[src/rtl/debounce_pulso_pkg.sv]
// Shared types and width helpers for the pushbutton debouncer and its reusable synchronizer.
// No logic; widths are derived from the instantiating module's parameters.
package debounce_pkg;

  typedef enum logic [1:0] {
    SOLTO          = 2'd0,
    CONFIRMA_PRESS = 2'd1,
    PRESSIONADO    = 2'd2,
    CONFIRMA_SOLTA = 2'd3
  } estado_t;

  function automatic int maximo(input int a, input int b);
    return (a > b) ? a : b;
  endfunction

  function automatic int largura_estavel(input int n_estavel);
    return $clog2(n_estavel + 1);
  endfunction

  function automatic int largura_repete(input int atraso, input int periodo);
    return $clog2(maximo(atraso, periodo) + 1);
  endfunction

endpackage

[src/rtl/debounce_pulso_if.sv]
// Button-side bundle: raw button in, debounced level, count strobe and repeat flag out.
interface debounce_pulso_if;
  logic botao;
  logic nivel;
  logic pulso;
  logic repetindo;

  modport master (output botao, input nivel, input pulso, input repetindo);
  modport slave  (input botao, output nivel, output pulso, output repetindo);
endinterface

[src/rtl/debounce_pulso_sincronizador.sv]
// Two-flop synchronizer for a single asynchronous input; two cycles of latency.
module sincronizador_2ff (
  input  logic clk,
  input  logic rst_n,
  input  logic d_i,
  output logic q_o
);

  logic meta_q;
  logic sinc_q;

  always_ff @(posedge clk or negedge rst_n) begin
    if (!rst_n) begin
      meta_q <= 1'b0;
      sinc_q <= 1'b0;
    end else begin
      meta_q <= d_i;
      sinc_q <= meta_q;
    end
  end

  assign q_o = sinc_q;

endmodule

[src/rtl/debounce_pulso.sv]
// Pushbutton debouncer: level + one-cycle count strobe per press, optional auto-repeat.
// Press/release accepted N_ESTAVEL+2 edges after the raw input settles; all outputs registered.
module debounce_pulso
  import debounce_pkg::*;
#(
  parameter int N_ESTAVEL      = 16,
  parameter int REPETE_ATRASO  = 0,
  parameter int REPETE_PERIODO = 8
) (
  input  logic             clock,
  input  logic             reset,
  debounce_pulso_if.slave  bp
);

  localparam int WE = largura_estavel(N_ESTAVEL);
  localparam int WR = largura_repete(REPETE_ATRASO, REPETE_PERIODO);
  localparam logic [WE-1:0] ESTAVEL_FIM = WE'(N_ESTAVEL - 1);
  localparam logic [WR-1:0] ATRASO_FIM  = WR'((REPETE_ATRASO > 0) ? REPETE_ATRASO - 1 : 0);
  localparam logic [WR-1:0] PERIODO_FIM = WR'(REPETE_PERIODO - 1);
  localparam logic [WR-1:0] HOLD_MAX    = '1;
  localparam bit            REPETE_ON   = (REPETE_ATRASO > 0);

  logic          s;
  estado_t       estado_q, estado_d;
  logic [WE-1:0] cnt_q, cnt_d;
  logic [WR-1:0] hold_q, hold_d;
  logic          nivel_q, nivel_d;
  logic          pulso_q, pulso_d;
  logic          repetindo_q, repetindo_d;
  logic          repete_vence;

  sincronizador_2ff u_sinc (
    .clk   (clock),
    .rst_n (reset),
    .d_i   (bp.botao),
    .q_o   (s)
  );

  // >= rather than == so a repeat blocked by the previous strobe fires one cycle later
  assign repete_vence = !pulso_q &&
                        ((!repetindo_q && (hold_q >= ATRASO_FIM)) ||
                         ( repetindo_q && (hold_q >= PERIODO_FIM)));

  always_comb begin
    estado_d    = estado_q;
    cnt_d       = cnt_q;
    hold_d      = hold_q;
    nivel_d     = nivel_q;
    pulso_d     = 1'b0;
    repetindo_d = repetindo_q;
    unique case (estado_q)
      SOLTO: begin
        if (s) begin
          estado_d = CONFIRMA_PRESS;
          cnt_d    = '0;
        end
      end
      CONFIRMA_PRESS: begin
        if (!s) begin
          estado_d = SOLTO;
          cnt_d    = '0;
        end else if (cnt_q == ESTAVEL_FIM) begin
          estado_d = PRESSIONADO;
          cnt_d    = '0;
          hold_d   = '0;
          nivel_d  = 1'b1;
          pulso_d  = 1'b1;
        end else begin
          cnt_d = cnt_q + 1'b1;
        end
      end
      PRESSIONADO: begin
        if (!s) begin
          estado_d = CONFIRMA_SOLTA;
          cnt_d    = '0;
        end else if (REPETE_ON) begin
          if (repete_vence) begin
            pulso_d     = 1'b1;
            repetindo_d = 1'b1;
            hold_d      = '0;
          end else if (hold_q != HOLD_MAX) begin
            hold_d = hold_q + 1'b1;
          end
        end
      end
      CONFIRMA_SOLTA: begin
        // hold counter is frozen here so a bounce back resumes the repeat phase
        if (s) begin
          estado_d = PRESSIONADO;
          cnt_d    = '0;
        end else if (cnt_q == ESTAVEL_FIM) begin
          estado_d    = SOLTO;
          cnt_d       = '0;
          nivel_d     = 1'b0;
          repetindo_d = 1'b0;
        end else begin
          cnt_d = cnt_q + 1'b1;
        end
      end
    endcase
  end

  always_ff @(posedge clock or negedge reset) begin
    if (!reset) begin
      estado_q    <= SOLTO;
      cnt_q       <= '0;
      hold_q      <= '0;
      nivel_q     <= 1'b0;
      pulso_q     <= 1'b0;
      repetindo_q <= 1'b0;
    end else begin
      estado_q    <= estado_d;
      cnt_q       <= cnt_d;
      hold_q      <= hold_d;
      nivel_q     <= nivel_d;
      pulso_q     <= pulso_d;
      repetindo_q <= repetindo_d;
    end
  end

  assign bp.nivel     = nivel_q;
  assign bp.pulso     = pulso_q;
  assign bp.repetindo = repetindo_q;

endmodule

[src/flat_wrapper.sv]
// flat-port wrapper written by rule: the top's interface ports become plain ports
module debounce_pulso_flat import debounce_pkg::*;
#(
  parameter int N_ESTAVEL      = 16,
  parameter int REPETE_ATRASO  = 0,
  parameter int REPETE_PERIODO = 8
)
  (clock, reset, bp_botao, bp_nivel, bp_pulso, bp_repetindo);
  debounce_pulso_if bp_i ();
  input  logic clock;
  input  logic reset;
  input wire logic [$bits(bp_i.botao)-1:0] bp_botao;
  output wire logic [$bits(bp_i.nivel)-1:0] bp_nivel;
  output wire logic [$bits(bp_i.pulso)-1:0] bp_pulso;
  output wire logic [$bits(bp_i.repetindo)-1:0] bp_repetindo;
  assign bp_i.botao = bp_botao;
  assign bp_nivel = bp_i.nivel;
  assign bp_pulso = bp_i.pulso;
  assign bp_repetindo = bp_i.repetindo;
  debounce_pulso #(.N_ESTAVEL(N_ESTAVEL), .REPETE_ATRASO(REPETE_ATRASO), .REPETE_PERIODO(REPETE_PERIODO)) u_core (.clock(clock), .reset(reset), .bp(bp_i));
endmodule
[config.mk]
export PLATFORM = sky130hd
export DESIGN_NAME = debounce_pulso_flat
export DESIGN_NICKNAME = d
export VERILOG_FILES = /design/src/rtl/debounce_pulso_pkg.sv /design/src/rtl/debounce_pulso_if.sv /design/src/rtl/debounce_pulso_sincronizador.sv /design/src/rtl/debounce_pulso.sv /design/src/flat_wrapper.sv
export SDC_FILE = /design/constraint.sdc
export NUM_CORES = 1
export LEC_CHECK = 0
export CAP_MARGIN = 20
export CELL_PAD_IN_SITES_DETAIL_PLACEMENT = 0
export CELL_PAD_IN_SITES_GLOBAL_PLACEMENT = 2
export CORE_MARGIN = 3
export CORE_UTILIZATION = 36
export CTS_CLUSTER_DIAMETER = 200
export DETAILED_ROUTE_END_ITERATION = 8
export PLACE_DENSITY_LB_ADDON = 0.1
export SLEW_MARGIN = 15
export SYNTH_ARGS = -nofsm -noshare
export SYNTH_HDL_FRONTEND = slang
export SYNTH_SLANG_ARGS = --single-unit
[constraint.sdc]
create_clock -name clock -period 2.3 [get_ports clock]
set_clock_uncertainty 0.05 [all_clocks]
set_input_delay 0.46 -clock clock [delete_from_list [all_inputs] [get_ports clock]]
set_output_delay 0.46 -clock clock [all_outputs]
set_load 0.01 [all_outputs]
==> summary.txt <==
placer congestion estimate: 0.7816
All-Layer GR Usage: 0.1017
CP delay by family, top: buffers and inverters
Initial Utilization: 0.4228
# rows: 12
Buf/Inv on CP: 1
#FFs+latches synth: 11
antenna-violating nets left: 0
Yosys top cell area share: 0.5353
Most used DFF post-synth: dfrtp_1
CTS root buf: clkbuf_4
leakage power: 0.0002595 uW
Synth area leaders: dfrtp_1 54%, nand3_1 3.9%, a31oi_1 3.6%
Crit Path Class: flop to output port
first-pass GRT wire length: 1.373 mm
H-tree depth: 1
diode count: 0
Die Area: 0.001918 mm2
IO buf count: 4
period utilization: 0.7325
GRT overflow: 0
CP max stage cell: clkdlybuf4s50_1
most frequent cell after synthesis: dfrtp_1
Async SR Flop Fraction: 1.000
minimum clock period: 1.685 ns
Cell Chain, Critical Path: clkdlybuf4s50_1
Synth Area per Inst: 11.18 um2
hpwl dp: 593.3 um
DRT Wirelength: 803 um
max cap viols: 0
clock transition at the registers of the reported paths: 0.07 ns
Hold/Removal Path Class: flop to flop
post_cts resized: 0
vias in the first global route: 299
Core ar.: 0.001216 mm2
initial DRC count: 8
final setup violation count: 0
placed cell count: 62
Routed wire per std cell: 12.17 um
initial antenna violation count: 0
CTS Buf Count: 3
Top Ports: 6
CP endpoint kind: output port
Synth cell types: 24
Crit Path Max Fanout: 3
largest net degree at the start of global routing: 12
die width: 43.80 um
TNS Setup: 0 ns
Post-CTS Setup Bufs: 0
Final Max Slew Viols: 0
Syn Inst Count: 46
sequential area share after synthesis: 0.5353
DR vias: 347
cell taking the most area after synthesis: dfrtp_1
NumNets Final: 57
Layout area overhead: 14.11%
CP required: 1.79 ns
Synth top cells by count: 11 x dfrtp_1, 5 x inv_1, 4 x nand3_1, 3 x a31oi_1
post-route insts no fill: 66
Arr. time, crit path: 1.17 ns
YS warnings: 0
EDFF count, synth: 0
CTS hold repair buffers: 0
CTS Buffer Depth: 2
ratio of cells with drive above 1 in the final layout: 0.1731
Worst IR Drop VDD: 0.4830 mV
syn_nets: 50
Final Hold Viols: 0
status: complete, no violations
CTS tree: done
detailed-router iteration count before antenna repair: 2
mapped cell area: 514.2 um2
RSZ-0062 raised after global routing: no
Residual DRC: 0
CP peak stage delay: 0.54 ns
Die Ht: 43.80 um
via/cell ratio: 5.258
Power per Cell Area: 631.4 mW/mm2
Startpoint Class: flop
CTS sink cnt: 11
clock latency on the worst-skew pair: 0.27 ns
f_max: 593.5 MHz
## area by class of cell
type | count | area, um2
Multi-Input combinational cell | 28 | 209.0
Timing Repair Buffer | 4 | 40.04
Fill cell | 101 | 629.4
Tap cell | 14 | 17.52
Sequential cell | 11 | 275.3
Inverter | 5 | 18.77
Clock buffer | 4 | 26.28
## report_power, final
part           total, uW  internal, uW  switching [uW]
Combinational       27.2          12.2            15.0
Sequential           218           204            14.0
Clock                125          66.9            58.4
## cell usage in the layout, fill, tap and decap left out, types with 2 or more instances in the layout
cell type / count
dfrtp_1: 11
inv_1: 5
nand3_1: 4
clkdlybuf4s50_1: 4
a31oi_1: 3
clkbuf_4: 3
and2_2: 2
nand4_1: 2
o21ai_0: 2
## routing by layer
metal,wire length (um),global-route usage,vias to the layer above
li1,-,-,178
met1,405,0.1421,160
met2,332,0.1250,9
met3,65,0.07469,0
met4,0,0.01807,0
met5,0,0,-
## cells by family (layout without fill, tap and decap cells)
kind of cell / Yosys count / in the layout / synth area share
AND/OR/NAND/NOR: 16 / 16 / 0.2068
XOR/XNOR: 1 / 1 / 0.03164
multiplexers: 1 / 1 / 0.02190
other: 1 / 1 / 0.007292
flip-flops: 11 / 11 / 0.5353
buffers and inverters: 7 / 13 / 0.05840
adder cells (fa/ha/maj): 1 / 1 / 0.02433
AO/OA/AOI/OAI: 8 / 8 / 0.1144
## through the flow
stage	hold slack [ns]	util	setup slack (ns)	cell area, um2	total power [uW]
global placement	0.2875	0.4609	0.8580	560.5	248.4
CTS	0.3056	0.4825	0.5945	586.8	377.0
finish	0.3009	0.4825	0.6151	586.8	370.5
detailed placement	0.2913	0.4609	0.8147	560.5	249.0
floorplan	0.1144	-	0.9250	514.2	237.0
global route	0.3298	0.4825	0.5767	586.8	395.4
## state kept, by name (all words and copies together), names as in the netlist, named ones only
signal	count
u_core.u_sinc.q_o	1
u_core.bp.pulso	1
u_core.u_sinc.meta_q	1
u_core.estado_q	1
u_core.cnt_q	5
u_core.bp.nivel	1
## path summary, 6_finish.rpt
kind | startpoint | to | slack, ns | cells past startpoint
max in group asynchronous | reset | u_core.cnt_q[1] | 1.40 | 1
worst min register to register | u_core.u_sinc.meta_q | u_core.u_sinc.q_o | 0.30 | 0
worst min-delay path | u_core.u_sinc.meta_q | u_core.u_sinc.q_o | 0.30 | 0
worst max register to register | u_core.u_sinc.q_o | u_core.cnt_q[3] | 0.79 | 3
min in group asynchronous | reset | u_core.cnt_q[2] | 0.47 | 1
worst max-delay path | u_core.bp.nivel | bp_nivel | 0.62 | 1
Note: power is estimated with default switching activity, not from simulation.
